**src/rtl/serial_alu_sequencer.sv**
```systemverilog
// Bit-serial sequencer that drives one external 1-bit ALU slice LSB first to build a WIDTH-bit AND/OR/ADD/SUB/SLT.
// Optional build macro SERIAL_ALU_OVF_EN adds the signed-overflow output ovf.
module serial_alu_sequencer #(
    parameter int WIDTH = 32
) (
    input  logic             clk,
    input  logic             rst,
    input  logic             start,
    input  logic [2:0]       op,
    input  logic [WIDTH-1:0] a,
    input  logic [WIDTH-1:0] b,
    output logic             busy,
    output logic             done,
    output logic [WIDTH-1:0] result,
    output logic             cout,
    output logic             zero,
    output logic             err,
`ifdef SERIAL_ALU_OVF_EN
    output logic             ovf,
`endif
    output logic             slice_a,
    output logic             slice_b,
    output logic             slice_cin,
    output logic             slice_less,
    output logic [2:0]       slice_op,
    input  logic             slice_r,
    input  logic             slice_cout
);

    localparam int IW = $clog2(WIDTH);
    localparam logic [IW-1:0] LAST = IW'(WIDTH - 1);

    typedef enum logic [1:0] {
        IDLE = 2'd0,
        RUN  = 2'd1,
        SET  = 2'd2,
        FIN  = 2'd3
    } state_t;

    state_t           state_r;
    logic [WIDTH-1:0] a_r;
    logic [WIDTH-1:0] b_r;
    logic [2:0]       op_r;
    logic [IW-1:0]    idx_r;
    logic             carry_r;
    logic             cin_msb_r;
    logic             msb_r;

    logic [WIDTH-1:0] next_result_s;
    logic [IW-1:0]    idx_next_s;
    logic             last_s;
    logic             addsub_s;
    logic             lt_s;

    function automatic logic op_legal(input logic [2:0] o);
        logic ok;
        case (o)
            3'b000, 3'b001, 3'b010, 3'b110, 3'b111: ok = 1'b1;
            default:                                ok = 1'b0;
        endcase
        return ok;
    endfunction

    // The slice keeps its native encoding, so SLT is run as a subtract.
    function automatic logic [2:0] slice_code(input logic [2:0] o);
        logic [2:0] c;
        case (o)
            3'b111:  c = 3'b110;
            default: c = o;
        endcase
        return c;
    endfunction

    assign slice_less = 1'b0;

    // Next-state helpers: merged result word, index step, final-bit and SLT decisions.
    always_comb begin
        next_result_s        = result;
        next_result_s[idx_r] = slice_r;
        idx_next_s           = idx_r + IW'(1);
        last_s               = (idx_r == LAST);
        addsub_s             = (op_r == 3'b010) || (op_r == 3'b110);
        lt_s                 = msb_r ^ cin_msb_r ^ carry_r;
    end

    // Sequencer FSM with registered status, result and slice drive.
    always_ff @(posedge clk or posedge rst) begin
        if (rst) begin
            state_r   <= IDLE;
            a_r       <= '0;
            b_r       <= '0;
            op_r      <= 3'b000;
            idx_r     <= '0;
            carry_r   <= 1'b0;
            cin_msb_r <= 1'b0;
            msb_r     <= 1'b0;
            busy      <= 1'b0;
            done      <= 1'b0;
            result    <= '0;
            cout      <= 1'b0;
            zero      <= 1'b1;
            err       <= 1'b0;
`ifdef SERIAL_ALU_OVF_EN
            ovf       <= 1'b0;
`endif
            slice_a   <= 1'b0;
            slice_b   <= 1'b0;
            slice_cin <= 1'b0;
            slice_op  <= 3'b000;
        end else begin
            case (state_r)
                IDLE: begin
                    done <= 1'b0;
                    if (start) begin
                        busy <= 1'b1;
                        if (op_legal(op)) begin
                            a_r       <= a;
                            b_r       <= b;
                            op_r      <= op;
                            idx_r     <= '0;
                            carry_r   <= op[2];
                            cout      <= 1'b0;
                            err       <= 1'b0;
`ifdef SERIAL_ALU_OVF_EN
                            ovf       <= 1'b0;
`endif
                            // Present bit 0 in the first RUN cycle.
                            slice_a   <= a[0];
                            slice_b   <= b[0];
                            slice_cin <= op[2];
                            slice_op  <= slice_code(op);
                            state_r   <= RUN;
                        end else begin
                            result  <= '0;
                            zero    <= 1'b1;
                            err     <= 1'b1;
                            cout    <= 1'b0;
`ifdef SERIAL_ALU_OVF_EN
                            ovf     <= 1'b0;
`endif
                            done    <= 1'b1;
                            state_r <= FIN;
                        end
                    end else begin
                        busy <= 1'b0;
                    end
                end
                RUN: begin
                    result  <= next_result_s;
                    carry_r <= slice_cout;
                    if (last_s) begin
                        cin_msb_r <= carry_r;
                        msb_r     <= slice_r;
                        slice_a   <= 1'b0;
                        slice_b   <= 1'b0;
                        slice_cin <= 1'b0;
                        slice_op  <= 3'b000;
                        if (op_r == 3'b111) begin
                            state_r <= SET;
                        end else begin
                            cout    <= addsub_s ? slice_cout : 1'b0;
                            zero    <= (next_result_s == '0);
`ifdef SERIAL_ALU_OVF_EN
                            ovf     <= addsub_s ? (carry_r ^ slice_cout) : 1'b0;
`endif
                            done    <= 1'b1;
                            state_r <= FIN;
                        end
                    end else begin
                        idx_r     <= idx_next_s;
                        slice_a   <= a_r[idx_next_s];
                        slice_b   <= b_r[idx_next_s];
                        slice_cin <= slice_cout;
                    end
                end
                SET: begin
                    // Signed less-than is sign bit corrected by overflow.
                    result  <= {{(WIDTH-1){1'b0}}, lt_s};
                    zero    <= ~lt_s;
                    cout    <= 1'b0;
                    done    <= 1'b1;
                    state_r <= FIN;
                end
                FIN: begin
                    done    <= 1'b0;
                    busy    <= 1'b0;
                    state_r <= IDLE;
                end
                default: begin
                    done    <= 1'b0;
                    busy    <= 1'b0;
                    state_r <= IDLE;
                end
            endcase
        end
    end

endmodule

```
**config.mk**
```make
export PLATFORM = sky130hd
export DESIGN_NAME = serial_alu_sequencer
export DESIGN_NICKNAME = d
export VERILOG_FILES = /design/src/rtl/serial_alu_sequencer.sv
export SDC_FILE = /design/constraint.sdc
export NUM_CORES = 1
export LEC_CHECK = 0
export ABC_AREA = 1
export BUFFER_PORTS_ARGS = -buffer_cell sky130_fd_sc_hd__clkbuf_2
export CORE_MARGIN = 4
export CORE_UTILIZATION = 30
export DETAILED_ROUTE_END_ITERATION = 12
export PLACE_DENSITY = 0.58
export SLEW_MARGIN = 20
export SYNTH_ARGS = -nofsm -noshare
export SYNTH_HDL_FRONTEND = slang
export SYNTH_SLANG_ARGS = --single-unit
export TNS_END_PERCENT = 5
```
**constraint.sdc**
```tcl
create_clock -name clk -period 10.4 [get_ports clk]
set_clock_uncertainty 0.05 [all_clocks]
set_input_delay 0.52 -clock clk [delete_from_list [all_inputs] [get_ports clk]]
set_output_delay 0.52 -clock clk [all_outputs]
set_load 0.02 [all_outputs]
```
* Yosys cells after proc, flatten, opt, wreduce, memory -nomap -nowiden
Cells that the tools add are included.
Word-level totals: output and inout bits 44, flip-flop bits (word level) 120, logic and storage cells 119, input port bits 72
Cells by class: bitwise operators 3, mux-type cells 57, $add $sub $neg 1, reduce and logical (&&, ||, !) cells 20, magnitude comparators 3, eq/ne operators 17
Operator list (count):
- $pmux W32 S3 | 1
- $mux W32 | 2
- $bwmux W32 | 1
- $logic_not A32 Y1 | 1
- $mux W1 | 29
- $mux W5 | 3
- $eq A3 B3 Y1 const B | 4
- $lt A5 B6 Y1 const B | 2
- $mux W3 | 4
- $ne A2 B2 Y1 const B | 6
- $reduce_and A4 Y1 | 3
- $bmux W1 S5 | 2
- $pmux W1 S2 | 5
- $pmux W5 S2 | 1
- $reduce_and A3 Y1 | 3
- $pmux W2 S4 | 1
- $reduce_and A2 Y1 | 4
- $eq A3 B2 Y1 const B | 2
- $mux W2 | 3
- $pmux W1 S3 | 2
- $pmux W3 S2 | 1
- $add A5 B1 Y5 const B | 1
- $demux W1 S5 | 1
- $eq A5 B5 Y1 const B | 1
- other kinds (15) | 18

* Longest topological paths before layout
Gate-level depths: netlist (run 1).
depth in word-level cells 9, mapped depth 14, depth with buffers taken out 13

* Least setup slack after synthesis (run 1)
OpenSTA, ideal clock, no wires.
kind reg-to-reg, from reg idx_r[0], to reg slice_b, library setup time 0.077 ns, data required time 10.273 ns, path slack 8.149 ns, arrival 2.124 ns, period minus slack after synthesis 2.251 ns, path buffers 3, cell stages (with the launch flop) 12, path through dfrtp_1 > buf_2 > clkinv_1 > ha_1 > buf_2 > clkbuf_1 > o211ai_1 > nand3_1 > nand3_1 > nand3_1 > nand3_1 > a21oi_1
On the way: cells in the longest elaborated chain, start to end 5, elaborated cells on any way between the ends 6, those cells by class add/sub: 1; eq/ne: 1; mux: 4
Ends and longest elaborated chain:
- start: declaration | RTL line 44 | logic [IW-1:0] idx_r;
- start signal: assignment | RTL line 170 | idx_r <= idx_next_s;
- $add A5 B1 Y5 | RTL line 80 | idx_next_s = idx_r + IW'(1);
- $bmux W1 S5 | RTL line 172 | slice_b <= b_r[idx_next_s];
- $mux W1 (not written as such) | RTL line 172
- $mux W1 (*) | RTL line 151 | if (last_s) begin
- $pmux W1 S2 (*) | RTL line 111 | case (state_r)
- end signal: assignment | RTL line 129 | slice_b <= b[0];
- end signal: assignment | RTL line 172
- end: declaration | RTL line 22 | output logic slice_b,
Mark *: on every way between the ends. The rest lies on a longest branch, timed or not. The select of a mux whose other input is x is not followed. A chain may end at the register's enable or synchronous reset.

* Worst setup path after layout (run 1)
from reg idx_r[0], to reg slice_a
On the way: cells in the longest elaborated chain, start to end 5, elaborated cells on any way between the ends 6, those cells by class add/sub: 1; eq/ne: 1; mux: 4
Ends and longest elaborated chain:
- $add A5 B1 Y5 | RTL line 80
- $bmux W1 S5 | RTL line 171 | slice_a <= a_r[idx_next_s];
- $mux W1 (not written as such) | RTL line 171
- $mux W1 (*) | RTL line 151
- $pmux W1 S2 (*) | RTL line 111
- end signal: assignment | RTL line 128 | slice_a <= a[0];
- end signal: assignment | RTL line 171
- end: declaration | RTL line 21 | output logic slice_a,
Marked as above.

==> reports/metrics.yaml, run 1 <==
floorplan:
  core_area_mm2: 0.02023
  start_util: 0.3056
  die_y_um: 151.6
  row_count: 52
  die_w_um: 151.6
  dieArea_mm2: 0.02297
  ioPinCount: 116
drt:
  drtIter0Drc: 394
  drc: 0
  totalWireLength_um: 17180
  via_per_inst: 4.647
  detail-route-antenna-nets: 0
  firstDrtPassIters: 5
  vias: 5595
  wl_per_cell_um: 14.27
setup_path:
  cp.arrival_ns: 4.02
  crit_fanout: 62
  worstPathCellList: "clkinv_1, ha_1, inv_1, nor2_1, o21ai_0, nand3_1, nand3_1, nand3_1, nand3_1, a21oi_1"
  cp-end-kind: "flop"
  slowest_stage: "ha_1"
  critPathBufInv: 2
  r2r_cells: 10
  critPathLaunchType: "flop"
  cp_common_cell: "nand3_1"
  critPathTopFamily: "adder cells"
  r2r_setup_slack_ns: 6.66
  rr_startpoint: "idx_r[0]"
  path_class: "flop to flop"
  required_ns: 10.69
  r2r-end: "slice_a"
  max_stage_delay_ns: 0.99
grt:
  overflow: 0
  gr-usage-met1: 0.2286
  track_usage: 0.1549
  grt_busiest_layer: "met2"
  grt_pass1_vias: 5357
  grt_pass1_wl_um: 27970
  grtUsageMet3: 0.03242
  use_met2: 0.2294
  grt_start_max_net_pins: 93
  antenna_found_initial: 0
sta:
  min_period_ns: 3.738
  hold_violations: 0
  clock.fmax_mhz: 267.6
  rsz0062_at_grt: "no"
  maxSlewHeadroom: 0.3728
  setup-tns-final_ns: 0
  period_share: 0.3594
  worst_slew_pin_slew_ns: 0.9408
  final-setup-viol-count: 0
  slew_viol_final: 0
synth:
  synth_top_area_cell: "dfrtp_1"
  yosysWarnings: 0
  synth_fp_nets: 911
  synthCells: 827
  synth_cell_types: 28
  synth-seq-cells: 120
  ys_seq_area_frac: 0.4858
  synthArstFlopShare: 1.000
  synth_top_cell_area_share: 0.4816
  synth_ff_type: "dfrtp_1"
  synth-edff-count: 0
  synth_most_common_cell: "nand2_1"
  synth.area.top_cells: "dfrtp_1, nand2_1, nand3_1"
  netlist_area_mm2: 0.006183
  syn_area_per_cell_um2: 7.477
  netlist_top_cells_count: "nand2_1, dfrtp_1, inv_1"
place:
  dp_hpwl_um: 12380
  io_buffer_count: 114
  gp_congestion: 0.8015
clock_network:
  cts_tree: "done"
  post_cts_resized: 0
  cts_sinks: 120
  clkTransAtPathRegs_ns: 0.05
  cts-root-buf: "clkbuf_16"
  cts-buffers-inserted: 17
  cts_hold_repair.buffers: 0
  htree_levels: 4
  postCtsSetupBuffers: 0
  clkLatencyLatePin_ns: 0.41
  cts_max_path_buffers: 2
power_and_ir_drop:
  swShare: 0.3925
  p_leak_nw: 3.883
  peakVddDrop_v: 0.0001379
  power.internal_mw: 1.248
  p_comb_frac: 0.353
  p_clk_frac: 0.291
  p_per_area_mw_per_mm2: 272.5
  p_seq_frac: 0.356
  power.total_mw: 2.054
  p_sw_uw: 806.3
hold_path:
  hold_class: "primary input to asynchronous set/reset pin"
cells_and_area:
  area_delta_synth_final_pct: 21.91
  diodes: 0
  drive_above_1_share: 0.1734
  fin_nets: 1006
job:
  max_cap_violations: 0
status:
  status: "finished, final reports clean"
## worst max path at each step
stage                         from  endpoint  slack [ns]  cells past startpoint
after floorplan                rst    a_r[0]        6.65                      1
after global placement    idx_r[0]   slice_a        6.84                     10
after detailed placement  idx_r[0]   slice_a        6.71                     10
after CTS                 idx_r[0]   slice_a        6.68                     10
after global routing      idx_r[0]   slice_a        6.27                     10
final                     idx_r[0]   slice_a        6.66                     10
## registers in the layout, indices dropped and copies added (netlist names), 2 cells and up
| register | flops |
|---|---|
| idx_r | 5 |
| op_r | 3 |
| b_r | 32 |
| slice_op | 3 |
| state_r | 2 |
| a_r | 32 |
| result | 32 |
## cell usage in the layout (no fill, tap or decap), drive strengths merged
| master | instances |
|---|---|
| nand2 | 300 |
| clkbuf | 136 |
| dfrtp | 119 |
| inv | 82 |
| nand3 | 76 |
| o21ai | 67 |
| nor2 | 50 |
| o22ai | 33 |
| a21oi | 21 |
| ha | 12 |
| o211ai | 11 |
| clkinv | 7 |
| nand4 | 6 |
| bufinv | 3 |
| buf | 3 |
| xor2 | 2 |
| nor3 | 1 |
| xnor2 | 1 |
| a211oi | 1 |
| conb | 1 |
| clkinvlp | 1 |
| dfstp | 1 |
## layer usage
| layer | wire length, µm | part of all wire |
|---|---|---|
| met1 | 8532 | 0.50 |
| met2 | 7554 | 0.44 |
| met3 | 876 | 0.051 |
| met4 | 216 | 0.013 |
| met5 | 0 | 0 |
## metrics by stage
step | hold slack, ns | setup WS (ns) | util | instances | cell area (µm²)
3_5_place_dp | 0.4130 | 6.713 | 0.3431 | 1173 | 6942
3_3_place_gp | 0.4114 | 6.835 | 0.3431 | 1173 | 6942
2_1_floorplan | 0.3866 | 6.646 | - | 827 | 6183
4_1_cts | 0.2348 | 6.679 | 0.3726 | 1204 | 7538
5_1_grt | 0.2566 | 6.272 | 0.3726 | 1204 | 7538
6_report | 0.2117 | 6.662 | 0.3726 | 1204 | 7538
## cell families (layout without fill, tap and decap cells)
logic type | after synthesis | in the layout | share of synthesized area
AND/OR/NAND/NOR | 433 | 433 | 0.2845
AO/OA/AOI/OAI | 133 | 133 | 0.1198
buffers and inverters | 125 | 232 | 0.08074
flip-flops | 120 | 120 | 0.4858
adder cells (fa/ha/maj) | 12 | 12 | 0.02428
XOR/XNOR | 3 | 3 | 0.004250
other | 1 | 1 | 0.0006065
## area by class of cell
| cell class | instances | area, µm² |
|---|---|---|
| clock buffers | 22 | 474.2 |
| clock inverters | 9 | 122.6 |
| fillers | 2107 | 12700 |
| inverters | 84 | 317.8 |
| multi-input cells | 582 | 2688 |
| flip-flops and latches | 120 | 3005 |
| well taps | 270 | 337.8 |
| repair buffers | 117 | 593.1 |
## power by group through the flow
stage	Combinational [mW]	Clock (mW)	Sequential (mW)
floorplan	0.535	0	0.713
global placement	0.716	0	0.736
detailed placement	0.727	0	0.738
CTS	0.729	0.609	0.732
global route	0.834	0.631	0.751
finish	0.725	0.597	0.732
Note: power is estimated with default switching activity, not from simulation.
==> run 2: changes to the inputs <==
PLACE_DENSITY = 0.6   (was 0.58)
clock period = 3.35 ns   (was 10.4 ns; I/O delays follow)
==> run 2 against run 1 <==
Worst setup slack got worse by 5.9 ns. Critical path type unchanged. Cell area grew 9.5%. Wire length up 6.0%. Via count grew 5.6%. Worst hold slack worse by 0.18 ns. Sequential share of layout area fell by 3.5 points. Largest cell class unchanged.
==> reports/metrics.yaml, run 2 (synthesized netlist as in run 1, its figures left out) <==
status:
  status: "finished, final reports clean"
sta:
  clock.fmax_mhz: 386.6  # +44%
  worst_slack_ns: 0.7633  # -5.899 ns
  setup-tns-final_ns: 0  # unchanged
  period_share: 0.7722  # +0.4128
  hold_violations: 0  # unchanged
  maxSlewHeadroom: 0.4406  # +0.06777
  worst_slew_pin_slew_ns: 0.8392  # -0.1017 ns
  rsz0062_at_grt: "no"
  slew_viol_final: 0  # unchanged
  worst_hold_slack_ns: 0.03561  # -0.1761 ns
  min_period_ns: 2.587  # -1.151 ns
  final-setup-viol-count: 0  # unchanged
cells_and_area:
  fin_nets: 1080  # +7.4%
  drive_above_1_share: 0.1647  # -0.008765
  largestRegisters: "a_r (32), b_r (32), result (32)"
  area_delta_synth_final_pct: 33.45
  finalNonFillerCells: 1278  # +6.1%
  diodes: 0  # unchanged
  layout_commonest_cell: "nand2_1"
  nFillCells: 2008  # -4.7%
  final_area_mm2: 0.008252  # +9.5%
  finalCoreUtilization: 0.4078  # +0.03525
  final_cell_mix: "nand2_1, dfrtp_1, clkbuf_2, inv_1, nand3_1"
power_and_ir_drop:
  p_sw_mw: 2.556  # +220%
  peakVddDrop_v: 0.0005435  # +290%
  power.internal_mw: 3.855  # +210%
  p_per_area_mw_per_mm2: 777.0  # +190%
  p_comb_frac: 0.379  # +0.026
  swShare: 0.3987  # +0.006196
  p_seq_frac: 0.344  # -0.012
  p_leak_nw: 4.180  # +7.6%
  power.total_mw: 6.411  # +210%
  p_clk_frac: 0.277  # -0.014
floorplan:
  ioPinCount: 116  # unchanged
  start_util: 0.3056  # unchanged
  row_count: 52  # unchanged
  core_area_mm2: 0.02023  # unchanged
  dieArea_mm2: 0.02297  # unchanged
  die_y_um: 151.6  # unchanged
  die_w_um: 151.6  # unchanged
grt:
  overflow: 0  # unchanged
  grt_pass1_vias: 5636  # +5.2%
  antenna_found_initial: 0  # unchanged
  track_usage: 0.1639  # +0.009076
  grt_pass1_wl_um: 29390  # +5.1%
  grt_start_max_net_pins: 92  # -1.1%
place:
  dp_hpwl_um: 12580  # +1.6%
  postPlaceCellArea_mm2: 0.006999  # +0.83%
  io_buffer_count: 114  # unchanged
  pre_cts_ws_ns: 0.7826  # -5.930 ns
  placedCellCount: 1179  # +0.51%
  gp_congestion: 0.8347  # +4.1%
clock_network:
  clkLatencyLatePin_ns: 0.42  # about the same
  cts_sinks: 120  # unchanged
  cts_hold_repair.buffers: 68  # +68
  cts-buffers-inserted: 17  # unchanged
  cts_max_path_buffers: 2  # unchanged
  cts_tree: "done"
  post_cts_resized: 0  # unchanged
  postCtsSetupBuffers: 0  # unchanged
  cts-root-buf: "clkbuf_16"
  htree_levels: 4  # unchanged
  clkTransAtPathRegs_ns: 0.05  # about the same
setup_path:
  slowest_stage: "dfrtp_1"
  cp.arrival_ns: 2.88  # -1.14 ns
  cp-end-kind: "flop"
  worstPathCellList: "inv_1, nor2_1, nand3_1, nand2_1, nand2_1, nor2_1, nand2_1, nor2_1, nand2_1, a21oi_1"
  critPathLaunchType: "flop"
  critPathTopFamily: "simple AND/OR/NAND/NOR gates"
  crit_fanout: 20  # -68%
  critPathBufInv: 1  # -1
  path_class: "flop to flop"
  max_stage_delay_ns: 0.79  # -0.20 ns
  required_ns: 3.64  # -7.05 ns
  cp_common_cell: "nand2_1"
job:
  max_cap_violations: 0  # unchanged
hold_path:
  hold_class: "primary input to flop"
drt:
  drtIter0Drc: 348  # -12%
  wl_per_cell_um: 14.24  # -0.16%
  firstDrtPassIters: 6  # +1
  detail-route-antenna-nets: 0  # unchanged
  drc: 0  # unchanged
  totalWireLength_um: 18200  # +6.0%
  vias: 5909  # +5.6%
  via_per_inst: 4.624  # -0.50%
run 2: cell count changes in the layout (fill, tap and decap cells not counted), sizes merged:
| cell | before | now |
|---|---|---|
| clkinvlp | 1 | 2 |
| buf | 3 | 9 |
| bufinv | 3 | 2 |
| clkbuf | 136 | 135 |
| dlygate4sd3 | 0 | 68 |
| inv | 82 | 83 |
run 2: power by group through the flow:
| stage | combinational [mW] | clock [mW] | sequential (mW) |
|---|---|---|---|
| after floorplan | 1.66 | 0 | 2.21 |
| after global placement | 2.33 | 0 | 2.22 |
| after detailed placement | 2.36 | 0 | 2.22 |
| after CTS | 2.44 | 1.81 | 2.20 |
| after global routing | 2.77 | 1.88 | 2.26 |
| final | 2.43 | 1.78 | 2.20 |
run 2: worst paths after layout:
check                          from    endpoint  slack [ns]  depth (start not counted)
min in group asynchronous       rst  result[12]        0.39                          3
max in group asynchronous       rst   slice_cin        2.07                          4
max reg2reg                idx_r[2]        zero        0.76                         10
max                        idx_r[2]        zero        0.76                         10
min reg2reg                 a_r[31]     a_r[31]        0.42                          2
min                           op[2]     op_r[2]        0.04                          3
run 2: metal layers:
metal / vias to the layer above / GRT usage / wire (µm)
li1: 2996 / - / -
met4: 0 / 0.04942 / 290
met3: 21 / 0.03807 / 1044
met1: 2737 / 0.2257 / 8388
met5: - / 0 / 0
met2: 155 / 0.2578 / 8480
run 2: final cells by class:
class | count | area (µm²) | share of cell area
Inverter | 84 | 319.1 | 0.03867
Sequential cell | 120 | 3004 | 0.3641
Tap cell | 270 | 337.8 | 0.04094
Clock buffer | 21 | 450.4 | 0.05459
Multi-Input combinational cell | 582 | 2688 | 0.3257
Timing Repair Buffer | 191 | 1331 | 0.1613
Clock inverter | 10 | 121.4 | 0.01471
run 2: worst reg2reg max path: stages (launching register included):
cell and delay (ns):
dfrtp_1 0.79, inv_1 0.44, nor2_1 0.37, nand3_1 0.11, nand2_1 0.11, nand2_1 0.06
nor2_1 0.12, nand2_1 0.06, nor2_1 0.14, nand2_1 0.11, a21oi_1 0.15
==> run 3: changes to the inputs <==
ABC_AREA = 0   (was 1)
clock period = 2.2 ns   (was 3.35 ns; I/O delays follow)
==> run 3 against run 2 <==
Critical path depth fell by 1. Area after synthesis increased by 6.3%. Via count is 4.0% higher. Flip-flop and latch count unchanged. Critical endpoint unchanged. Power up 76%. Clock power increased by 66%. Worst hold slack improved by 0.0054 ns. Combinational power increased by 100%. Synthesized cell count down 10%.
==> reports/metrics.yaml, run 3 <==
power_and_ir_drop:
  p_sw_mw: 4.154  # +62%
  p_seq_frac: 0.301  # -0.043
  peakVddDrop_v: 0.0005627  # +3.5%
  p_per_area_mw_per_mm2: 1246  # +60%
  p_clk_frac: 0.261  # -0.016
  power.internal_mw: 7.138  # +85%
  swShare: 0.3678  # -0.03088
  p_leak_nw: 4.376  # +4.7%
  p_comb_frac: 0.438  # +0.059
place:
  gp_congestion: 0.8654  # +3.7%
  dp_hpwl_um: 14100  # +12%
  io_buffer_count: 114  # unchanged
drt:
  detail-route-antenna-nets: 0  # unchanged
  via_per_inst: 5.002  # +8.2%
  drtIter0Drc: 470  # +35%
  wl_per_cell_um: 16.22  # +14%
  drc: 0  # unchanged
  vias: 6147  # +4.0%
  totalWireLength_um: 19930  # +9.5%
  firstDrtPassIters: 6  # unchanged
clock_network:
  htree_levels: 4  # unchanged
  cts-buffers-inserted: 17  # unchanged
  cts-root-buf: "clkbuf_16"
  cts_tree: "done"
  clkTransAtPathRegs_ns: 0.05  # about the same
  cts_sinks: 120  # unchanged
  clkLatencyLatePin_ns: 0.42  # about the same
  cts_max_path_buffers: 2  # unchanged
grt:
  track_usage: 0.1667  # +0.002755
  grt_pass1_vias: 6093  # +8.1%
  grt_start_max_net_pins: 55  # -40%
  antenna_found_initial: 0  # unchanged
  overflow: 0  # unchanged
  grt_pass1_wl_um: 32510  # +11%
cells_and_area:
  drive_above_1_share: 0.2621  # +0.09737
  layout_commonest_cell: "nand2_1"
  final_cell_mix: "nand2_1, dfrtp_1, clkbuf_2, dlygate4sd3_1, o21ai_0"
  fin_nets: 1026  # -5.0%
  diodes: 0  # unchanged
  largestRegisters: "a_r (32), b_r (32), result (32)"
  area_delta_synth_final_pct: 37.97
  finalCoreUtilization: 0.4259  # +0.01805
synth:
  yosysWarnings: 0  # unchanged
  synth_ff_type: "dfrtp_1"
  synth_top_cell_area_share: 0.4532  # -0.02834
  synth-seq-cells: 120  # unchanged
  synth_most_common_cell: "nand2_1"
  synth_fp_nets: 825  # -9.4%
  netlist_top_cells_count: "nand2_1, dfrtp_1, o21ai_0"
  netlist_area_mm2: 0.006570  # +6.3%
  syn_area_per_cell_um2: 8.866  # +19%
  ys_seq_area_frac: 0.4572  # -0.02859
  synth_cell_types: 61  # +120%
  synth.area.top_cells: "dfrtp_1, nand2_1, mux4_2"
  synth-edff-count: 0  # unchanged
  synth_top_area_cell: "dfrtp_1"
  synthArstFlopShare: 1.000  # unchanged
  synthCells: 741  # -10%
floorplan:
  dieArea_mm2: 0.02433  # +5.9%
  die_w_um: 156.0  # +2.9%
  core_area_mm2: 0.02129  # +5.2%
  start_util: 0.3086  # +0.003056
  row_count: 53  # +1.9%
  die_y_um: 156.0  # +2.9%
  ioPinCount: 116  # unchanged
sta:
  worst_hold_slack_ns: 0.04106  # +0.005441 ns
  setup-tns-final_ns: 0  # unchanged
  rsz0062_at_grt: "yes"
  clock.fmax_mhz: 483.3  # +25%
  min_period_ns: 2.069  # -0.5177 ns
  slew_viol_final: 0  # unchanged
  period_share: 0.9404  # +0.1683
  hold_violations: 0  # unchanged
  maxSlewHeadroom: 0.5547  # +0.1142
  worst_slew_pin_slew_ns: 0.6665  # -0.1727 ns
  final-setup-viol-count: 0  # unchanged
setup_path:
  r2r_cells: 9  # -1
  worstPathCellList: "buf_4, ha_1, buf_4, nor2_2, nor2_1, o32ai_1, nand4_1, nor3_1, a21o_1"
  cp-end-kind: "flop"
  crit_fanout: 12  # -40%
  slowest_stage: "dfrtp_1"
  path_class: "flop to flop"
  critPathLaunchType: "flop"
  cp_common_cell: "buf_4"
  max_stage_delay_ns: 0.39  # -0.40 ns
  required_ns: 2.51  # -1.13 ns
  cp.arrival_ns: 2.38  # -0.50 ns
hold_path:
  hold_depth: 3  # unchanged
  hold_class: "primary input to flop"
status:
  status: "finished, final reports clean"
job:
  max_cap_violations: 0  # unchanged
run 3: cell count changes in the layout (fill, tap and decap cells not counted), moves of 26 or more:
cell     delta
inv_1      -66
o21ai_1    +26
o22ai_1    -30
nand3_1    -70
buf_4      +41
a21oi_1    +27
nand2_1    -69
run 3: worst paths after layout:
kind	end	slack (ns)	start
min reg2reg	b_r[22]	0.42	b_r[22]
max	zero	0.13	idx_r[0]
max in group asynchronous	zero	1.17	rst
max reg2reg	zero	0.13	idx_r[0]
min	busy	0.04	start
min in group asynchronous	b_r[26]	0.28	rst
run 3: repair_timing:
item | 4_1_cts | 5_1_grt
endpoints found under the setup margin | 0 | 11
buffers inserted | 0 | 0
hold buffers | 67 | 0
gates resized for setup | 0 | 10
endpoints found under the hold margin | 90 | 0
run 3: cell families after synthesis:
logic type | after synthesis | synth area share
xor gates and xnor gates | 4 | 0.006476
other | 1 | 0.0005708
DFF | 120 | 0.4572
buffers and inverters | 66 | 0.04761
and+or+nand+nor | 327 | 0.2241
AOI/OAI and AO/OA | 181 | 0.1632
muxes | 30 | 0.07789
adders and majority gates | 12 | 0.02285
run 3: metrics by stage:
stage	area, µm²	setup WS [ns]	cells	total power [mW]
5_1_grt	9065	-0.01968	1229	12.06
2_1_floorplan	6574	-0.3834	741	6.639
4_1_cts	9022	0.04250	1229	11.30
3_3_place_gp	7731	0.07928	1131	8.137
6_report	9065	0.1310	1229	11.29
3_5_place_dp	7731	0.04108	1131	8.207
run 3: area by class of cell:
| cell class | count | area, µm² |
|---|---|---|
| fill | 2067 | 12220 |
| clock buffer | 20 | 446.7 |
| sequential | 120 | 3004 |
| timing repair buffer | 237 | 1740 |
| clock inverter | 11 | 173.9 |
| inverter | 11 | 45.04 |
| multi-input combinational | 555 | 3311 |
| tap | 275 | 344.1 |
run 3: metal layers:
| layer | vias to the layer above | share of wire | GRT usage |
|---|---|---|---|
| li1 | 2953 | - | - |
| met1 | 2968 | 0.44 | 0.2173 |
| met2 | 208 | 0.49 | 0.2794 |
| met3 | 18 | 0.059 | 0.04078 |
| met4 | 0 | 0.013 | 0.04127 |
| met5 | - | 0 | 0 |
run 3: critical path: cells and delay by family, from the launching register on:
kind | cells | cell delay [ns]
AND/OR/NAND/NOR | 4 | 0.60
AO/OA/AOI/OAI | 2 | 0.42
flip-flops | 1 | 0.39
buffers and inverters | 2 | 0.34
adder cells (fa/ha/maj) | 1 | 0.21
run 3: power by group through the flow:
stage | combinational, mW | clock (mW) | sequential (mW)
4_1_cts | 4.89 | 3.00 | 3.41
5_1_grt | 5.46 | 3.10 | 3.50
2_1_floorplan | 3.23 | 0 | 3.41
3_5_place_dp | 4.77 | 0 | 3.44
3_3_place_gp | 4.71 | 0 | 3.43
6_report | 4.94 | 2.95 | 3.40
